## src/rtl/rf_scoreboard_pkg.sv

```systemverilog
// Shared definitions for the register-file write scoreboard.
// Holds the default geometry and the bit positions of the error causes
// that feed the sticky err flag.
package rf_scoreboard_pkg;

  localparam int AW            = 5;
  localparam int DEPTH_DEFAULT = 4;

  // Bit positions in the per-cycle error-cause vector
  localparam int ERR_ORDER        = 0;
  localparam int ERR_EMPTY_RETIRE = 1;
  localparam int ERR_COMMIT_OVF   = 2;
  localparam int ERR_CAUSES       = 3;

endpackage

```

## src/rtl/rf_scoreboard_cam.sv

```systemverilog
// Associative match of one register index against the scoreboard entries.
// Only entries flagged in the valid mask take part in the compare.
module rf_scoreboard_cam #(
  parameter int DEPTH = 4,
  parameter int AW    = 5
) (
  input  logic [DEPTH-1:0][AW-1:0] entries,
  input  logic [DEPTH-1:0]         valid,
  input  logic [AW-1:0]            idx,
  output logic                     match
);
  import rf_scoreboard_pkg::*;

  // OR-reduce the per-entry equality compares
  always_comb begin
    match = 1'b0;
    for (int i = 0; i < DEPTH; i++) begin
      if (valid[i] && (entries[i] == idx)) match = 1'b1;
    end
  end

endmodule

```

## src/rtl/rf_scoreboard.sv

```systemverilog
// In-order RAW-hazard scoreboard for the register-file write port.
// Destination indices are queued from ID issue until WB retire; a commit
// pointer separates entries that survive a flush from squashable ones.
// Optional build macro: RF_SCOREBOARD_BYPASS_EN (a head entry retiring this
// cycle with a matching write no longer stalls ID; needs a write-through RF).
module rf_scoreboard #(
  parameter int DEPTH = rf_scoreboard_pkg::DEPTH_DEFAULT,
  parameter int AW    = rf_scoreboard_pkg::AW
) (
  input  logic                   clk,
  input  logic                   rst,
  input  logic                   issue_fire,
  input  logic                   issue_wen,
  input  logic [AW-1:0]          issue_rd,
  input  logic                   rs1_ren,
  input  logic [AW-1:0]          rs1,
  input  logic                   rs2_ren,
  input  logic [AW-1:0]          rs2,
  input  logic                   commit_fire,
  input  logic                   retire_wen,
  input  logic [AW-1:0]          retire_rd,
  input  logic                   flush,
  output logic                   stall,
  output logic [$clog2(DEPTH):0] inflight_cnt,
  output logic                   err
);
  import rf_scoreboard_pkg::*;

  localparam int IW = $clog2(DEPTH);
  localparam int PW = IW + 1;

  // Pointers carry a wrap bit so full and empty are distinguishable
  logic [PW-1:0]            head_q, cmt_q, tail_q;
  logic [PW-1:0]            head_d, cmt_d, tail_d;
  logic [DEPTH-1:0][AW-1:0] rd_q;
  logic                     err_q;
  logic [ERR_CAUSES-1:0]    err_cause;

  logic [PW-1:0]    cnt;
  logic             empty, at_cap;
  logic [AW-1:0]    head_rd;
  logic             retire_req, do_pop, push;
  logic [DEPTH-1:0] valid, stall_mask;
  logic             match1, match2, hazard, full;

  assign cnt        = tail_q - head_q;
  assign empty      = (head_q == tail_q);
  assign at_cap     = (cnt == PW'(DEPTH));
  assign head_rd    = rd_q[head_q[IW-1:0]];
  assign retire_req = retire_wen && (retire_rd != '0);
  assign do_pop     = retire_req && !empty;
  // x0 is never tracked; a same-cycle flush drops the push, and a push into
  // a full queue is only taken when the head leaves this cycle
  assign push       = issue_fire && issue_wen && (issue_rd != '0) && !flush &&
                      !(at_cap && !do_pop);

  // Next pointer state: retire first, then commit, then flush or push
  always_comb begin
    head_d    = head_q;
    cmt_d     = cmt_q;
    tail_d    = tail_q;
    err_cause = '0;
    if (retire_req) begin
      if (empty) begin
        err_cause[ERR_EMPTY_RETIRE] = 1'b1;
      end else begin
        if (retire_rd != head_rd) err_cause[ERR_ORDER] = 1'b1;
        if (cmt_q == head_q) cmt_d = cmt_q + PW'(1);
        head_d = head_q + PW'(1);
      end
    end
    if (commit_fire) begin
      if (cmt_d == tail_q) err_cause[ERR_COMMIT_OVF] = 1'b1;
      else                 cmt_d = cmt_d + PW'(1);
    end
    if (flush)     tail_d = cmt_d;
    else if (push) tail_d = tail_q + PW'(1);
  end

  // Control state: pointers and the sticky error flag
  always_ff @(posedge clk) begin
    if (rst) begin
      head_q <= '0;
      cmt_q  <= '0;
      tail_q <= '0;
      err_q  <= 1'b0;
    end else begin
      head_q <= head_d;
      cmt_q  <= cmt_d;
      tail_q <= tail_d;
      err_q  <= err_q | (|err_cause);
    end
  end

  // Entry storage; contents are qualified by the pointers, so no reset
  always_ff @(posedge clk) begin
    if (push) rd_q[tail_q[IW-1:0]] <= issue_rd;
  end

  // An entry is live when its distance from head is below the count
  for (genvar i = 0; i < DEPTH; i++) begin : g_valid
    logic [IW-1:0] off;
    assign off      = IW'(i) - head_q[IW-1:0];
    assign valid[i] = ({1'b0, off} < cnt);
  end

`ifdef RF_SCOREBOARD_BYPASS_EN
  // Hide the head entry when it is being written back this very cycle
  always_comb begin
    stall_mask = valid;
    if (do_pop && (retire_rd == head_rd)) stall_mask[head_q[IW-1:0]] = 1'b0;
  end
`else
  assign stall_mask = valid;
`endif

  rf_scoreboard_cam #(.DEPTH(DEPTH), .AW(AW)) u_cam_rs1 (
    .entries (rd_q),
    .valid   (stall_mask),
    .idx     (rs1),
    .match   (match1)
  );

  rf_scoreboard_cam #(.DEPTH(DEPTH), .AW(AW)) u_cam_rs2 (
    .entries (rd_q),
    .valid   (stall_mask),
    .idx     (rs2),
    .match   (match2)
  );

  assign hazard       = (rs1_ren && (rs1 != '0) && match1) ||
                        (rs2_ren && (rs2 != '0) && match2);
  assign full         = at_cap && !retire_req;
  assign stall        = hazard || full;
  assign inflight_cnt = cnt;
  assign err          = err_q;

endmodule

```

## config.mk

```make
export PLATFORM = sky130hd
export DESIGN_NAME = rf_scoreboard
export DESIGN_NICKNAME = d
export VERILOG_FILES = /design/src/rtl/rf_scoreboard_pkg.sv /design/src/rtl/rf_scoreboard_cam.sv /design/src/rtl/rf_scoreboard.sv
export SDC_FILE = /design/constraint.sdc
export NUM_CORES = 1
export LEC_CHECK = 0
export CORE_ASPECT_RATIO = 1.2
export CORE_MARGIN = 1.5
export CORE_UTILIZATION = 30
export CTS_BUF_LIST = sky130_fd_sc_hd__clkbuf_4 sky130_fd_sc_hd__clkbuf_8
export DETAILED_ROUTE_END_ITERATION = 6
export HOLD_SLACK_MARGIN = 0.15
export PLACE_DENSITY_LB_ADDON = 0.2
export SLEW_MARGIN = 20
export SYNTH_ARGS = -nofsm -noshare
export SYNTH_HDL_FRONTEND = slang
export SYNTH_SLANG_ARGS = --single-unit
```

## constraint.sdc

```tcl
create_clock -name clk -period 3.2 [get_ports clk]
set_input_delay 0.48 -clock clk [delete_from_list [all_inputs] [get_ports clk]]
set_output_delay 0.48 -clock clk [all_outputs]
set_load 0.005 [all_outputs]
```

* Yosys cells after proc, flatten, opt, wreduce, memory -nomap -nowiden *
Index checks and enable logic that the tools add are counted.

operators by class
  add/subtract/negate cells = 9
  magnitude comparators = 7
  equal/unequal tests = 13
  multiplexer cells = 26
  bitwise gates (word level) = 2
  reduce and logical (&&, ||, !) cells = 35

operators with widths
  operator             count
  $eq 5x5->1           8
  $logic_and 1x1->1    21
  $mux 3               7
  $bwmux 20            1
  $reduce_bool 5->1    4
  $mux 1               13
  $add 3x1->3 const B  4
  $lt 2x3->1           4
  $bmux 5 s2           1
  $demux 5 s2          1
  $mux 5               2
  $eq 3x3->1           3
  $lt 2x3->1 const B   2
  $logic_not 1->1      5
  $ne 5x5->1           1
  $sub 1x2->2 const A  2
  $sub 2x2->2 const A  2
  $eq 3x3->1 const B   1
  $reduce_or 3->1      1
  $sub 3x3->3          1
  $ge 2x1->1 const B   1
  $logic_or 1x1->1     2
  $mux 2               1
  $reduce_and 2->1     1
  other kinds (3)      3

storage, ports and cells
  bits in registers = 30
  input port bits = 29
  word-level logic and storage cells = 100

* Logic depth before layout (Yosys ltp) *
Gate-level depths: netlist (run 1).

  word-level depth = 10
  depth in mapped cells = 12

* Cells and area by module *
A second synthesis (run 1) with hierarchy kept.

unflattened totals
  cell total of the unflattened synthesis = 217
  area, all modules = 2331.0 um^2

modules (own cells, without submodules)
  module             instances  cells an instance  area an instance (um^2)  sequential area each (um^2)
  rf_scoreboard      1          159                1845.5                   800.8
  rf_scoreboard_cam  2          29                 242.7                    0.0

* Worst setup path before layout (run 1) *
No wires, ideal clock.

  path kind = reg-to-output
  start = register tail_q[0]
  end = output stall
  arrival = 2.363 ns
  slack = 0.357 ns
  cell stages (with the launch flop) = 13
  path through = dfxtp_1 inv_1 ha_1 inv_1 fa_1 inv_1 ha_1 nor2b_1 o21ai_0 nand4_1 o21ai_0 o221ai_1 o311ai_1

on the way
  word-level cells in the longest chain between the ends = 10
  elaborated cells on any way between the ends = 27
  those cells by class = add/sub: 1; order compare: 4; eq/ne: 1; mux: 8; reduce/logical: 13

ends and longest elaborated chain
  element                               RTL line                                    text
  start: declaration                    rf_scoreboard.sv:33                         logic [PW-1:0] head_q, cmt_q, tail_q;
  start signal: assignment              rf_scoreboard.sv:90                         tail_q <= tail_d;
  $sub 3x3->3 *                         rf_scoreboard.sv:46                         assign cnt = tail_q - head_q;
  named net inflight_cnt[1]             rf_scoreboard.sv:24                         output logic [$clog2(DEPTH):0] inflight_cnt,
  $lt 2x3->1                            rf_scoreboard.sv:104                        assign valid[i] = ({1'b0, off} < cnt);
  $logic_and 1x1->1                     rf_scoreboard_cam.sv:18                     if (valid[i] && (entries[i] == idx)) match = 1'b1;
  $mux 1 (4 in a row)                   rf_scoreboard_cam.sv:18
  $logic_and 1x1->1 (on tied branches)  rf_scoreboard.sv:131, rf_scoreboard.sv:132
  $logic_or 1x1->1                      rf_scoreboard.sv:131                        assign hazard = (rs1_ren && (rs1 != '0) && match1) ||
  $logic_or 1x1->1 *                    rf_scoreboard.sv:134                        assign stall = hazard || full;
  end: declaration                      rf_scoreboard.sv:23                         output logic stall,

Mark *: on every way through the listed nets, which the timed path passes. The rest lies on a longest branch.

* Final worst setup path (run 1) *
  start = register tail_q[0]
  end = output stall

on the way
  word-level cells in the longest chain between the ends = 10
  elaborated cells on any way between the ends = 27
  those cells by class = add/sub: 1; order compare: 4; eq/ne: 1; mux: 8; reduce/logical: 13

ends and longest elaborated chain
  element                               RTL line
  $sub 3x3->3 *                         rf_scoreboard.sv:46
  $lt 2x3->1                            rf_scoreboard.sv:104
  $logic_and 1x1->1                     rf_scoreboard_cam.sv:18
  $mux 1 (4 in a row)                   rf_scoreboard_cam.sv:18
  $logic_and 1x1->1 (on tied branches)  rf_scoreboard.sv:131, rf_scoreboard.sv:132
  $logic_or 1x1->1                      rf_scoreboard.sv:131
  $logic_or 1x1->1 *                    rf_scoreboard.sv:134

Mark *: on every way between the ends. The rest lies on a longest branch, timed or not.

==> impl_metrics.env, run 1 <==
export IMPL_yosysTopAreaCell="edfxtp_1"
export IMPL_p_leak_nw=1.12
export IMPL_netSwitchingFraction=0.403
export IMPL_start_util=0.315
export IMPL_cts_htree_levels=2
export IMPL_hold_viol_final=0
export IMPL_skew_ps=4.18
export IMPL_fmax_mhz=327
export IMPL_ys_seq_area_frac=0.326
export IMPL_ys_flop_type="edfxtp_1"
export IMPL_multi_input_area_um2=1620
export IMPL_rows=35
export IMPL_hp_class="reg2reg"
export IMPL_wl_per_cell_um=16.4
export IMPL_drt_iter0_markers=80
export IMPL_cts_buffers=5
export IMPL_yosysWarnings=0
export IMPL_seq_area_um2=803
export IMPL_place_gp_congestion=0.904
export IMPL_fin_crit_sh=0.955
export IMPL_crit_type="reg2out"
export IMPL_tns_ps=0
export IMPL_routed_via_density=5.02
export IMPL_coreArea_um2=7790
export IMPL_setup_viol=0
export IMPL_route_detailed_drc=3
export IMPL_track_usage=0.149
export IMPL_endpoint_kind="primary output"
export IMPL_grt_overflow_total=0
export IMPL_io_pins=34
export IMPL_synth_cells=242
export IMPL_cp_arrival_ps=2580
export IMPL_required_ps=2720
export IMPL_period_minus_slack_ps=3060
export IMPL_max_vdd_ir_drop_uv=262
export IMPL_met2_usage=0.253
export IMPL_worst_hold_slack_ps=499
export IMPL_violations="design-rule violations"
export IMPL_dp_hpwl_um=4990
export IMPL_die_x_um=85.6
export IMPL_yosys_top_cells_area="edfxtp_1, xor2_1, xnor2_1"
export IMPL_vias=1888
export IMPL_share_comb_of_total_power=0.631
export IMPL_yosysUniqueCellTypes=52
export IMPL_internal_power_w=0.00141
export IMPL_clockPowerShare=0.152
export IMPL_drt_pass1_iter_count=6
export IMPL_nFillCells=762
export IMPL_syn2layout_area_growth_pct=28.6
export IMPL_drive_above_1_share=0.208
export IMPL_netlist_area_um2=2450
export IMPL_seq_power_share=0.218
export IMPL_grt_pass1_vias=1842
export IMPL_use_met1=0.194
export IMPL_antenna_found_initial=0
export IMPL_antenna_cells=0
export IMPL_clockRootBuffer="clkbuf_8"
export IMPL_clk_pin_slew_ps=60
export IMPL_synth_edf_count=20
export IMPL_power_density_nw_per_um2=749
export IMPL_r2r_cells=11
export IMPL_ant_nets=0
export IMPL_holdBufCountCts=0
export IMPL_io_buffers=33
export IMPL_grt_pass1_wl_um=9770
export IMPL_stdcell_area_um2=3160
export IMPL_cts_tree="done"
export IMPL_slew_headroom=0.689
export IMPL_max_cap_viol_count=0
export IMPL_die_height_um=102
export IMPL_layout_nets=329
export IMPL_p_sw_w=0.000952
export IMPL_dpl_cell_area_um2=2940
export IMPL_tightest_slew_ps=465
export IMPL_synth_top_area_share=0.245
export IMPL_die_area_um2=8740
export IMPL_synth_seq_cells=30
export IMPL_worstSkewPairLatency_ps=280
export IMPL_whs_path_depth=2
export IMPL_cts_sinks=30
export IMPL_met3_usage=0.0234
export IMPL_synth_fp_nets=287
export IMPL_async_flop_share=0
export IMPL_final_core_util=0.405
export IMPL_syn_avg_cell_area_um2=10.1
export IMPL_drt_wl_total_um=6160
export IMPL_final_max_slew_viol_count=0
export IMPL_status="finished with violations"
export IMPL_clockBufferDepth=2
export IMPL_grt_max_degree=13
export IMPL_busiest_layer="met2"
export IMPL_start_kind="flop"
export IMPL_path_max_fanout=4
## cell type report
cell class,count,share of cell area
multi-input cells,183,0.514
repair buffers,51,0.147
flip-flops and latches,30,0.254
clock inverters,2,0.0107
inverters,13,0.0155
clock buffers,5,0.0218
well taps,92,0.0364
## cell usage in the layout, fill, tap and decap left out, types with 5 or more instances in the layout
cell type         n
buf_4            17
clkbuf_8          5
clkdlybuf4s50_1  32
dfxtp_1           8
edfxtp_1         20
ha_1             11
inv_1             9
mux4_2            5
nand3_1          11
nor2_1           11
nor3_1           10
xnor2_1          23
xor2_1           34
## critical path: stages, from the launching register on
cell      delay [ps]
dfxtp_2          320
inv_2             70
ha_4             130
inv_2             40
fa_1             510
inv_2             80
buf_6            130
ha_4             250
a21oi_1           50
nor2_1           170
o22ai_2          110
o221ai_2         190
o311ai_2         120
buf_2            140
## registers in the layout (all words and copies together) (netlist names)
name,flops
rd_q,20
cmt_q,3
head_q,3
tail_q,3
err,1
## what timing repair did
| item | in CTS | in global routing |
|---|---|---|
| pin swaps | 5 | 16 |
| gates cloned | 0 | 0 |
| setup buffers | 0 | 3 |
| setup endpoints to repair | 1 | 1 |
| gates resized for setup | 10 | 18 |
## power by group through the flow
stage | clock network [W] | logic [W] | registers, W
2_1_floorplan | 0 | 0.000899 | 0.000520
3_3_place_gp | 0 | 0.00128 | 0.000516
3_5_place_dp | 0 | 0.00129 | 0.000517
4_1_cts | 0.000368 | 0.00130 | 0.000510
5_1_grt | 0.000381 | 0.00166 | 0.000522
6_report | 0.000358 | 0.00149 | 0.000515
## cell usage after synthesis, drive strengths merged, types with 3 or more instances
cell and number:
edfxtp 20, nand3 11, or4 4, xnor2 25
ha 15, nor3 11, xor2 34, dfxtp 10
nand2 4, and2 4, o221ai 3, inv 13
buf 4, clkbuf 12, o21ai 7, nor2 16
a21oi 5, nand4 4, mux4 5, nor4 4
## kinds of logic after synthesis
kind of cell,Yosys count,share of synthesized area
AO/OA/AOI/OAI,33,0.108
flip-flops,30,0.326
multiplexers,8,0.0586
AND/OR/NAND/NOR,66,0.146
adder cells (fa/ha/maj),16,0.0846
buffers and inverters,29,0.0510
XOR/XNOR,60,0.226
## path summary, 6_finish.rpt
| check | slack, ps | endpoint | startpoint |
|---|---|---|---|
| setup / recovery | 140 | stall | tail_q[0] |
| hold / removal | 500 | err | err |
| setup reg to reg | 630 | tail_q[2] | head_q[1] |
| hold reg to reg | 500 | err | err |
## stage by stage
step / total power, W / setup slack, ps / instances
after global placement: 0.00179 / 21.2 / 366
after global routing: 0.00256 / -26.0 / 376
after detailed placement: 0.00181 / -73.0 / 366
after CTS: 0.00218 / 12.3 / 373
after floorplan: 0.00142 / 357 / 242
final: 0.00237 / 143 / 376
## metal layers
metal,share of wire,wire length [um]
met5,0,0
met4,0.013,82
met3,0.032,198
met2,0.49,3020
met1,0.46,2860
(Power assumes the default switching activity.)
==> run 2: changes to the inputs <==
TNS_END_PERCENT = 30   (was default)
==> results of run 2 <==
Final layout, timing and power as in run 1 (identical DEF).
==> run 3: changes to the inputs <==
CELL_PAD_IN_SITES_DETAIL_PLACEMENT = 1   (was default)
CELL_PAD_IN_SITES_GLOBAL_PLACEMENT = 2   (was default)
==> run 3 against run 2 <==
Effect of this change: the flow still finishes with violations (design-rule violations); first-iteration DRC count is 24% lower; die area stayed put; critical path depth is 1 higher; critical path type unchanged; critical endpoint unchanged; largest cell class unchanged.
==> impl_metrics.env, run 3 (synthesis results as in run 1) <==
export IMPL_status="finished with violations"
export IMPL_violations="design-rule violations"
export IMPL_antenna_cells=0
export IMPL_rrSetupSlack_ps=610
export IMPL_start_util=0.315
export IMPL_reg2reg_from="tail_q[1]"
export IMPL_clockBufferDepth=2
export IMPL_cts_sinks=30
export IMPL_antenna_found_initial=0
export IMPL_share_comb_of_total_power=0.650
export IMPL_dp_hpwl_um=5420
export IMPL_largest_reg_flops=20
export IMPL_path_cells="inv_2, ha_4, inv_2, fa_1, inv_2, buf_6, ha_4, nor2_4, nor2_1, nor2_1, o21ai_1, o221ai_1, o311ai_1, buf_2"
export IMPL_routed_via_density=5.12
export IMPL_fin_crit_sh=0.969
export IMPL_p_leak_nw=1.11
export IMPL_required_ps=2720
export IMPL_cts_tree="done"
export IMPL_cts_htree_levels=2
export IMPL_layout_commonest_cell="xor2_1"
export IMPL_cp_depth=14
export IMPL_path_max_fanout=5
export IMPL_max_vdd_ir_drop_uv=287
export IMPL_clockRootBuffer="clkbuf_8"
export IMPL_crit_slowest_cell="fa_1"
export IMPL_internal_power_w=0.00134
export IMPL_period_minus_slack_ps=3100
export IMPL_hp_class="reg2reg"
export IMPL_fmax_mhz=323
export IMPL_grt_overflow_total=0
export IMPL_tightest_slew_ps=501
export IMPL_netSwitchingFraction=0.425
export IMPL_endpoint_kind="primary output"
export IMPL_slowest_delay_ps=520
export IMPL_cpMostUsedCell="inv_2"
export IMPL_pre_cts_ws_ps=-89.7
export IMPL_timing_critical_path_buf_inv=5
export IMPL_grt_pass1_vias=2097
export IMPL_die_height_um=102
export IMPL_layout_nets=329
export IMPL_grt_max_degree=13
export IMPL_crit_start="tail_q[0]"
export IMPL_max_cap_viol_count=0
export IMPL_place_gp_congestion=0.760
export IMPL_whs_path_depth=2
export IMPL_skew_ps=11.7
export IMPL_start_kind="flop"
export IMPL_seq_power_share=0.222
export IMPL_grt_pass1_wl_um=10700
export IMPL_r2r_cells=9
export IMPL_track_usage=0.163
export IMPL_clk_pin_slew_ps=70
export IMPL_hold_viol_final=0
export IMPL_slew_headroom=0.666
export IMPL_worstSkewPairLatency_ps=290
export IMPL_dp_cells=366
export IMPL_setup_ws_ps=100
export IMPL_power_density_nw_per_um2=744
export IMPL_io_pins=34
export IMPL_drive_above_1_share=0.196
export IMPL_coreArea_um2=7790
export IMPL_rows=35
export IMPL_route_detailed_drc=2
export IMPL_final_max_slew_viol_count=0
export IMPL_holdBufCountCts=0
export IMPL_die_area_um2=8740
export IMPL_cts_buffers=5
export IMPL_die_x_um=85.6
export IMPL_wl_per_cell_um=17.7
export IMPL_syn2layout_area_growth_pct=27.1
export IMPL_clockPowerShare=0.129
export IMPL_vias=1930
export IMPL_cp_arrival_ps=2620
export IMPL_instances_no_fill=377
export IMPL_io_buffers=33
export IMPL_crit_type="reg2out"
export IMPL_drt_wl_total_um=6670
export IMPL_mostFrequentLayoutCells="xor2_1, clkdlybuf4s50_1, xnor2_1, edfxtp_1, buf_4"
export IMPL_setup_viol=0
export IMPL_p_sw_w=0.000986
export IMPL_drt_pass1_iter_count=6
export IMPL_hp_start="err"
export IMPL_crit_family="adder cells"
export IMPL_ant_nets=0
export IMPL_drt_iter0_markers=61
==> run 3: worst paths after layout <==
path                   end
setup / recovery     stall
hold / removal         err
setup reg to reg  cmt_q[2]
hold reg to reg        err
==> run 3: stage by stage <==
| step | total power (W) | area (um^2) | TNS (ps) | utilization | hold slack (ps) |
|---|---|---|---|---|---|
| global placement | 0.00181 | 2940 | 0 | 0.377 | 528 |
| detailed placement | 0.00183 | 2940 | -89.7 | 0.377 | 533 |
| global route | 0.00251 | 3120 | -7.91 | 0.400 | 621 |
| finish | 0.00232 | 3120 | 0 | 0.400 | 539 |
| CTS | 0.00218 | 3040 | 0 | 0.390 | 554 |
| floorplan | 0.00142 | 2450 | 0 | - | 471 |
==> run 3: per-layer routing <==
layer	GRT usage	vias to the layer above	wire (um)
li1	-	947	-
met1	0.216	937	3240
met2	0.273	37	3100
met3	0.0234	9	218
met4	0.0571	0	112
met5	0	-	0
==> run 3: repair_timing <==
action / 4_1_cts / 5_1_grt
pin swaps: 7 / 12
setup endpoints to repair: 1 / 1
resized for setup: 13 / 11
buffers inserted: 1 / 2
==> run 3: power groups by stage <==
stage          logic, W  clock network (W)  registers, W
3_5_place_dp    0.00131                  0      0.000517
3_3_place_gp    0.00130                  0      0.000517
5_1_grt         0.00167           0.000320      0.000522
2_1_floorplan  0.000899                  0      0.000520
4_1_cts         0.00136           0.000304      0.000514
6_report        0.00151           0.000298      0.000515
==> run 3: area by class of cell <==
| type | count | area, um^2 |
|---|---|---|
| sequential | 30 | 803 |
| clock buffer | 5 | 68.8 |
| clock inverter | 3 | 16.3 |
| inverter | 13 | 48.8 |
| multi-input combinational | 183 | 1600 |
| tap | 92 | 115 |
| fill | 878 | 4680 |
| timing repair buffer | 51 | 464 |
==> run 3: tightest hold or removal path, delay by kind of cell (launching register included) <==
kind | cells | cell delay (ps)
AO/OA/AOI/OAI | 1 | 80
AND/OR/NAND/NOR | 1 | 80
flip-flops | 1 | 350
